`config.mk`:
```
export PLATFORM = sky130hd
export DESIGN_NAME = timer_sequencer
export DESIGN_NICKNAME = d
export VERILOG_FILES = /design/src/rtl/timer_pkg.sv /design/src/rtl/timer_prescaler.sv /design/src/rtl/timer_sequencer.sv
export SDC_FILE = /design/constraint.sdc
export NUM_CORES = 1
export LEC_CHECK = 0
export BUFFER_PORTS_ARGS = -buffer_cell sky130_fd_sc_hd__buf_2
export CAP_MARGIN = 0
export CORE_UTILIZATION = 40
export CTS_BUF_LIST = sky130_fd_sc_hd__clkbuf_16
export DETAILED_ROUTE_END_ITERATION = 10
export SYNTH_ARGS = -nofsm -noshare
export SYNTH_HDL_FRONTEND = slang
export SYNTH_SLANG_ARGS = --single-unit
export TNS_END_PERCENT = 5
```
`constraint.sdc`:
```
create_clock -name clk -period 3.7 [get_ports clk]
set_input_delay 0 -clock clk [delete_from_list [all_inputs] [get_ports clk]]
set_output_delay 0 -clock clk [all_outputs]
set_load 0.02 [all_outputs]
```
`src/rtl/timer_pkg.sv`:
```
// Shared types and constants for the serial-programmed one-shot timer.
package timer_pkg;

    typedef enum logic [2:0] {
        SRCH0,
        SRCH1,
        SRCH11,
        SRCH110,
        SHIFT,
        COUNT,
        WAIT
    } state_t;

    localparam logic [3:0] START_PATTERN = 4'b1101;

endpackage

```
`src/rtl/timer_prescaler.sv`:
```
// Free-running divide-by-PRESCALE counter; tick marks the last cycle of each delay unit.
module timer_prescaler #(
    parameter int PRESCALE = 1000
) (
    input  logic clk,
    input  logic reset_n,
    input  logic clear,
    input  logic en,
    output logic tick
);

    localparam int PW = $clog2(PRESCALE);
    localparam logic [PW-1:0] LAST = PW'(PRESCALE - 1);

    logic [PW-1:0] pcnt_q;
    logic [PW-1:0] pcnt_d;

    always_comb begin
        pcnt_d = pcnt_q;
        if (clear) begin
            pcnt_d = '0;
        end else if (en) begin
            pcnt_d = (pcnt_q == LAST) ? '0 : pcnt_q + PW'(1);
        end
    end

    always_ff @(posedge clk or negedge reset_n) begin
        if (!reset_n) begin
            pcnt_q <= '0;
        end else begin
            pcnt_q <= pcnt_d;
        end
    end

    assign tick = en && (pcnt_q == LAST);

endmodule

```
`src/rtl/timer_sequencer.sv`:
```
// One-shot timer: detects 1101 on the serial line, shifts in a delay, counts
// (delay+1)*PRESCALE cycles, then holds done until acknowledged.
module timer_sequencer
    import timer_pkg::*;
#(
    parameter int PRESCALE = 1000,
    parameter int DW       = 4
) (
    input  logic          clk,
    input  logic          reset_n,
    input  logic          data,
    output logic [DW-1:0] count,
    output logic          counting,
    output logic          done,
    input  logic          ack
);

    localparam int BW = $clog2(DW + 1);
    localparam logic [BW-1:0] LAST_BIT = BW'(DW - 1);

    state_t        state_q;
    state_t        state_d;
    logic [DW-1:0] delay_q;
    logic [DW-1:0] delay_d;
    logic [BW-1:0] bitcnt_q;
    logic [BW-1:0] bitcnt_d;
    logic          presc_clear;
    logic          presc_en;
    logic          tick;

    // Prescaler is held at zero throughout SHIFT so COUNT always starts a fresh unit.
    assign presc_clear = (state_q == SHIFT);
    assign presc_en    = (state_q == COUNT);

    timer_prescaler #(
        .PRESCALE(PRESCALE)
    ) u_prescaler (
        .clk    (clk),
        .reset_n(reset_n),
        .clear  (presc_clear),
        .en     (presc_en),
        .tick   (tick)
    );

    always_ff @(posedge clk or negedge reset_n) begin
        if (!reset_n) begin
            state_q  <= SRCH0;
            delay_q  <= '0;
            bitcnt_q <= '0;
        end else begin
            state_q  <= state_d;
            delay_q  <= delay_d;
            bitcnt_q <= bitcnt_d;
        end
    end

    // Search states follow the overlap-aware recogniser for 1101.
    always_comb begin
        state_d = state_q;
        case (state_q)
            SRCH0:   if (data == START_PATTERN[3]) state_d = SRCH1;
            SRCH1:   state_d = (data == START_PATTERN[2]) ? SRCH11 : SRCH0;
            SRCH11:  if (data == START_PATTERN[1]) state_d = SRCH110;
            SRCH110: state_d = (data == START_PATTERN[0]) ? SHIFT : SRCH0;
            SHIFT:   if (bitcnt_q == LAST_BIT) state_d = COUNT;
            COUNT:   if (tick && (delay_q == '0)) state_d = WAIT;
            WAIT:    if (ack) state_d = SRCH0;
            default: state_d = SRCH0;
        endcase
    end

    always_comb begin
        delay_d  = delay_q;
        bitcnt_d = bitcnt_q;
        if (state_q == SRCH110) begin
            bitcnt_d = '0;
        end
        if (state_q == SHIFT) begin
            delay_d  = DW'({delay_q, data});
            bitcnt_d = bitcnt_q + BW'(1);
        end
        if ((state_q == COUNT) && tick && (delay_q != '0)) begin
            delay_d = delay_q - DW'(1);
        end
    end

    always_comb begin
        counting = (state_q == COUNT);
        done     = (state_q == WAIT);
        count    = counting ? delay_q : '0;
    end

endmodule

```
==> flow_summary.ini, run 1 <==
[outcome]
status = completed

[sta]
period_share_pct = 48.36
fin_worst_skew_ps = 1.012
worstMarginPinSlew_ps = 766.2
slew_viol_final = 0
final-hold-violation-count = 0
slew_headroom_pct = 48.92
setup_viol = 0
rsz0062_at_grt = no
final.min_clock_period_ps = 1789
fmax_ghz = 0.5588
tns_ps = 0

[grt]
grt-ovfl-total = 0
grt_pass1_wl_mm = 4.478
grt_pass1_vias = 984
grt.total_usage_pct = 17.50
antenna_found_initial = 0
grt_max_degree = 27

[finish]
num_antenna_cells = 0
nNetsFinal = 159
fill_cells = 306
syn_to_final_growth_pct = 11.37
drive_gt1_share_pct = 14.19

[setup_path]
crit_arrival_ps = 1950
required_ps = 3860
path_class = register to register
startpoint_type = register
end_kind = register
path_max_fanout = 11

[synthesis]
yosysWarnings = 0
synth_seq_area_share_pct = 39.56
ys_ff_latch = 20
ys.flop_type = dfrtp_1
synth_cells = 142
synth_cell_type_count = 45
avgSynthCellArea_um2 = 8.908
syn_area_um2 = 1265
ys_async_sr_fraction_pct = 100.0
synth_edf_count = 0
syn_nets = 151

[clock_network]
clkTransAtPathRegs_ps = 50
clockRootBuffer = clkbuf_16
htree_levels = 1
cts_num_sinks = 20
cts_buffer_depth = 2
cts_buffers = 3
insertion_delay_ps = 250
cts_tree = yes

[placed_design]
port_buffers = 9
gp_congestion = 0.7975
dpl.hpwl_mm = 1.876

[min_path]
hp-class = input pin to register

[power]
p_per_area_nw_per_um2 = 591.0
ir_drop_mv = 0.1938
p_leak_nw = 0.6037
power_uw = 832.7

[flow_run]
max_cap_violations = 0

[floorplan]
dieWidth_um = 58.24
core_um2 = 3028
ios = 10
die-height_um = 58.24
fp-row-count = 20
start_util_pct = 41.78
die_area_um2 = 3391

[routing]
met1Wirelength_mm = 1.269
initialDrtViolationCount = 43
detail-route-antenna-nets = 0
drc = 0
via_per_inst = 5.375
met2_length_mm = 1.297
wire_per_inst_um = 13.64
via_count = 1032
wl_met3_um = 34
postRouteWirelength_mm = 2.619
dr.pass1.iters = 4
routed.top_layer = met4
## sequential cells by signal, indices dropped and copies added, names as in the netlist
signal	cells
bitcnt_q	3
u_prescaler.pcnt_q	10
delay_q	4
state_q	3
## worst max-delay path, cell delays in order (launching register included)
cell      delay (ps)
dfrtp_1          510
nor2b_2          440
nand2_4          120
or4_1            530
o211ai_1         110
## report_power, final
part | switching [mW] | internal, mW
logic | 0.148 | 0.111
clock network | 0.0782 | 0.142
registers | 0.0875 | 0.265
## routing by layer
metal  up-vias  GRT usage [%]
met5         -              0
met4         0          7.823
met3         2          2.679
met2         8          29.23
met1       500          22.33
li1        522              -
## cell type report
class,count,area (um^2),share of cell area (%)
multi-input cells,111,708.2,50.27
flip-flops and latches,20,500.5,35.52
clock buffers,3,75.07,5.329
repair buffers,10,55.05,3.908
well taps,44,55.05,3.908
inverters,4,15.01,1.066
## cells in the mapped netlist (all sizes together) (4+ instances only)
library cell / count / share of area (%)
dfrtp: 20 / 40
nand2: 18 / 5.9
nor2: 16 / 4.7
a21oi: 11 / 4.6
o21ai: 7 / 2.8
buf: 6 / 3.0
ha: 5 / 4.9
nand3: 5 / 2.4
nor3: 5 / 2.4
and3: 4 / 2.0
inv: 4 / 1.2
xnor2: 4 / 2.8
## layout by cell type, fill, tap and decap left out, types with 4 or more instances in the layout
master,instances
ha_1,5
xnor2_1,4
a21oi_1,10
nand3_1,4
and3_1,4
nor3_1,4
nand2_1,17
o21ai_0,7
nor2_1,16
buf_2,9
inv_1,4
dfrtp_1,20
## stage by stage
stage	setup WS, ps	utilization [%]	instances	area (um^2)	hold slack, ps
6_report	1911	46.53	192	1409	56.21
5_1_grt	1770	46.53	192	1409	66.51
4_1_cts	1891	46.53	192	1409	59.41
3_5_place_dp	1933	43.72	188	1324	-19.84
3_3_place_gp	1933	43.72	188	1324	-24.17
2_1_floorplan	2162	-	142	1265	-295.6
## logic make-up (layout without fill, tap and decap cells)
kind of cell	Yosys count	after routing	synth area share, %
xor+xnor	5	5	3.462
simple gates	67	67	29.48
buf+inv	11	17	4.450
mux	1	1	0.7913
fa+ha+maj	5	5	4.946
compound gates	33	33	17.31
flops	20	20	39.56
## final timing paths
check                             from                     to  slack [ps]  cells after the start
setup / recovery            state_q[2]  u_prescaler.pcnt_q[9]        1910                      4
setup reg to reg            state_q[2]  u_prescaler.pcnt_q[9]        1910                      4
min in group asynchronous      reset_n            bitcnt_q[1]         230                      2
hold reg to reg            bitcnt_q[0]            bitcnt_q[0]         520                      1
max in group asynchronous      reset_n  u_prescaler.pcnt_q[1]        3160                      2
hold / removal                     ack             state_q[1]          60                      4
## timing repair
action,CTS,global route
hold endpoints to repair,20,0
hold buffers,1,0
resized for setup,0,0
setup buffers,0,0
Note: power is estimated with default switching activity, not from simulation.
==> inputs of run 2 (changes only) <==
==> constraint.sdc (replaced) <==
create_clock -name clk -period 1.6 [get_ports clk]
set_input_delay 0 -clock clk [delete_from_list [all_inputs] [get_ports clk]]
set_output_delay 0 -clock clk [all_outputs]
set_load 0.02 [all_outputs]
==> run 2 against run 1 <==
  * Final area is 13% higher
  * Sequential power increased by 110%
  * Worst hold slack about the same
  * Largest cell class unchanged
==> flow_summary.ini, run 2 (synthesis gave the netlist of run 1 again) <==
[outcome]
status = completed

[floorplan]
die_area_um2 = 3391
core_um2 = 3028
dieWidth_um = 58.24
die-height_um = 58.24
ios = 10
fp-row-count = 20
start_util_pct = 41.78

[routing]
postRouteWirelength_mm = 2.776
initialDrtViolationCount = 29
dr.pass1.iters = 3
wire_per_inst_um = 13.16
via_count = 1114
drc = 0
detail-route-antenna-nets = 0
via_per_inst = 5.280

[placed_design]
dpl.hpwl_mm = 2.071
dp_cells = 205
placed_area_um2 = 1451
gp_congestion = 0.8240
port_buffers = 9
pre_cts_slack_ps = -43.87

[finish]
nNetsFinal = 178
layout_commonest_cell = dfrtp_1
top_register = u_prescaler.pcnt_q
post-route-util_pct = 52.81
design_area_um2 = 1599
final_cell_mix = 20 x dfrtp_1, 19 x buf_4, 17 x nand2_1
top_regs = u_prescaler.pcnt_q x10, delay_q x4
syn_to_final_growth_pct = 26.41
drive_gt1_share_pct = 27.54
largest_reg_flops = 10
instances_no_fill = 211
num_antenna_cells = 0

[sta]
fmax_ghz = 0.6477
rsz0062_at_grt = yes
fin_worst_skew_ps = 3.697
tns_ps = 0
worstMarginPinSlew_ps = 456.8
slew_viol_final = 0
final.min_clock_period_ps = 1544
period_share_pct = 96.50
setup_viol = 0
final-hold-violation-count = 0
fin_ws_ps = 55.98
slew_headroom_pct = 69.55
whs_ps = 56.44

[grt]
grt-ovfl-total = 0
grt_max_degree = 21
grt.total_usage_pct = 18.47
antenna_found_initial = 0
grt_pass1_vias = 1033
grt_pass1_wl_mm = 4.740

[power]
clkPwrFrac_pct = 23.4
p_comb_share_pct = 42.6
ir_drop_mv = 0.4677
switching_share_pct = 36.51
intPower_mw = 1.385
p_per_area_nw_per_um2 = 1365
p_leak_nw = 0.7060
power_switching_uw = 796.6
power_mw = 2.182
power_frac_seq_pct = 34.0

[setup_path]
path_class = register to register
crit_slowest_cell = dfrtp_1
end_kind = register
rr_endpoint = delay_q[0]
cp_num_cells = 7
crit_buf_inv = 2
startpoint = delay_q[1]
path_max_fanout = 4
path_cells = inv_1 -> ha_2 -> nor3b_4 -> nor4_4 -> buf_4 -> nor3b_1 -> nor3_2
rrSetupSlack_ps = 60
startpoint_type = register
cp_top_family = simple AND/OR/NAND/NOR gates
cp-endpoint = delay_q[0]
reg2reg_from = delay_q[1]
ff2ff_path_depth = 7
required_ps = 1730
crit_arrival_ps = 1680
max_stage_delay_ps = 380

[clock_network]
clkTransAtPathRegs_ps = 60
cts_tree = yes
htree_levels = 1
insertion_delay_ps = 250
clockRootBuffer = clkbuf_16
cts_num_sinks = 20
cts_buffer_depth = 2
cts_buffers = 3

[flow_run]
max_cap_violations = 0

[min_path]
hp-class = input pin to register
==> run 2: power groups by stage <==
stage          registers, mW  clock network [mW]  logic (mW)
2_1_floorplan          0.687                   0       0.635
3_3_place_gp           0.736                   0       0.849
3_5_place_dp           0.743                   0       0.875
4_1_cts                0.736               0.522       0.895
5_1_grt                0.763               0.553        1.04
6_report               0.741               0.511       0.930
==> run 2: per-layer routing <==
layer / part of all wire (%) / global-route usage, % / up-vias / wire, um
met5: 0 / 0 / - / 0
met2: 48 / 29.89 / 9 / 1331
met1: 49 / 24.86 / 536 / 1351
met4: 1.3 / 5.782 / 0 / 37
li1: - / - / 565 / -
met3: 2.0 / 3.795 / 4 / 56
==> run 2: layout make-up <==
| cell class | instances | area, um^2 |
|---|---|---|
| clock buffers | 3 | 75.07 |
| fillers | 283 | 1429 |
| inverters | 4 | 15.01 |
| multi-input cells | 111 | 755.7 |
| flip-flops and latches | 20 | 500.5 |
| well taps | 44 | 55.05 |
| repair buffers | 29 | 197.7 |
==> run 2: worst min path at each step <==
stage | slack (ps) | end | cells past startpoint | start
2_1_floorplan | -300 | bitcnt_q[0] | 0 | reset_n
3_3_place_gp | -20 | bitcnt_q[1] | 1 | reset_n
3_5_place_dp | -10 | bitcnt_q[1] | 1 | reset_n
4_1_cts | 60 | state_q[1] | 4 | ack
5_1_grt | 80 | state_q[1] | 4 | ack
6_report | 60 | state_q[1] | 4 | ack
==> run 2: repair_timing <==
action / CTS / global route
hold buffers: 1 / 0
gates resized for setup: 4 / 5
pin swaps: 2 / 0
buffers inserted: 3 / 0
endpoints found under the setup margin: 7 / 9
hold endpoints to repair: 20 / 0
==> run 2: worst min-delay path, cell delays in order <==
cell	delay, ps
buf_2	90
a21oi_1	60
nand2_1	60
o31ai_1	60
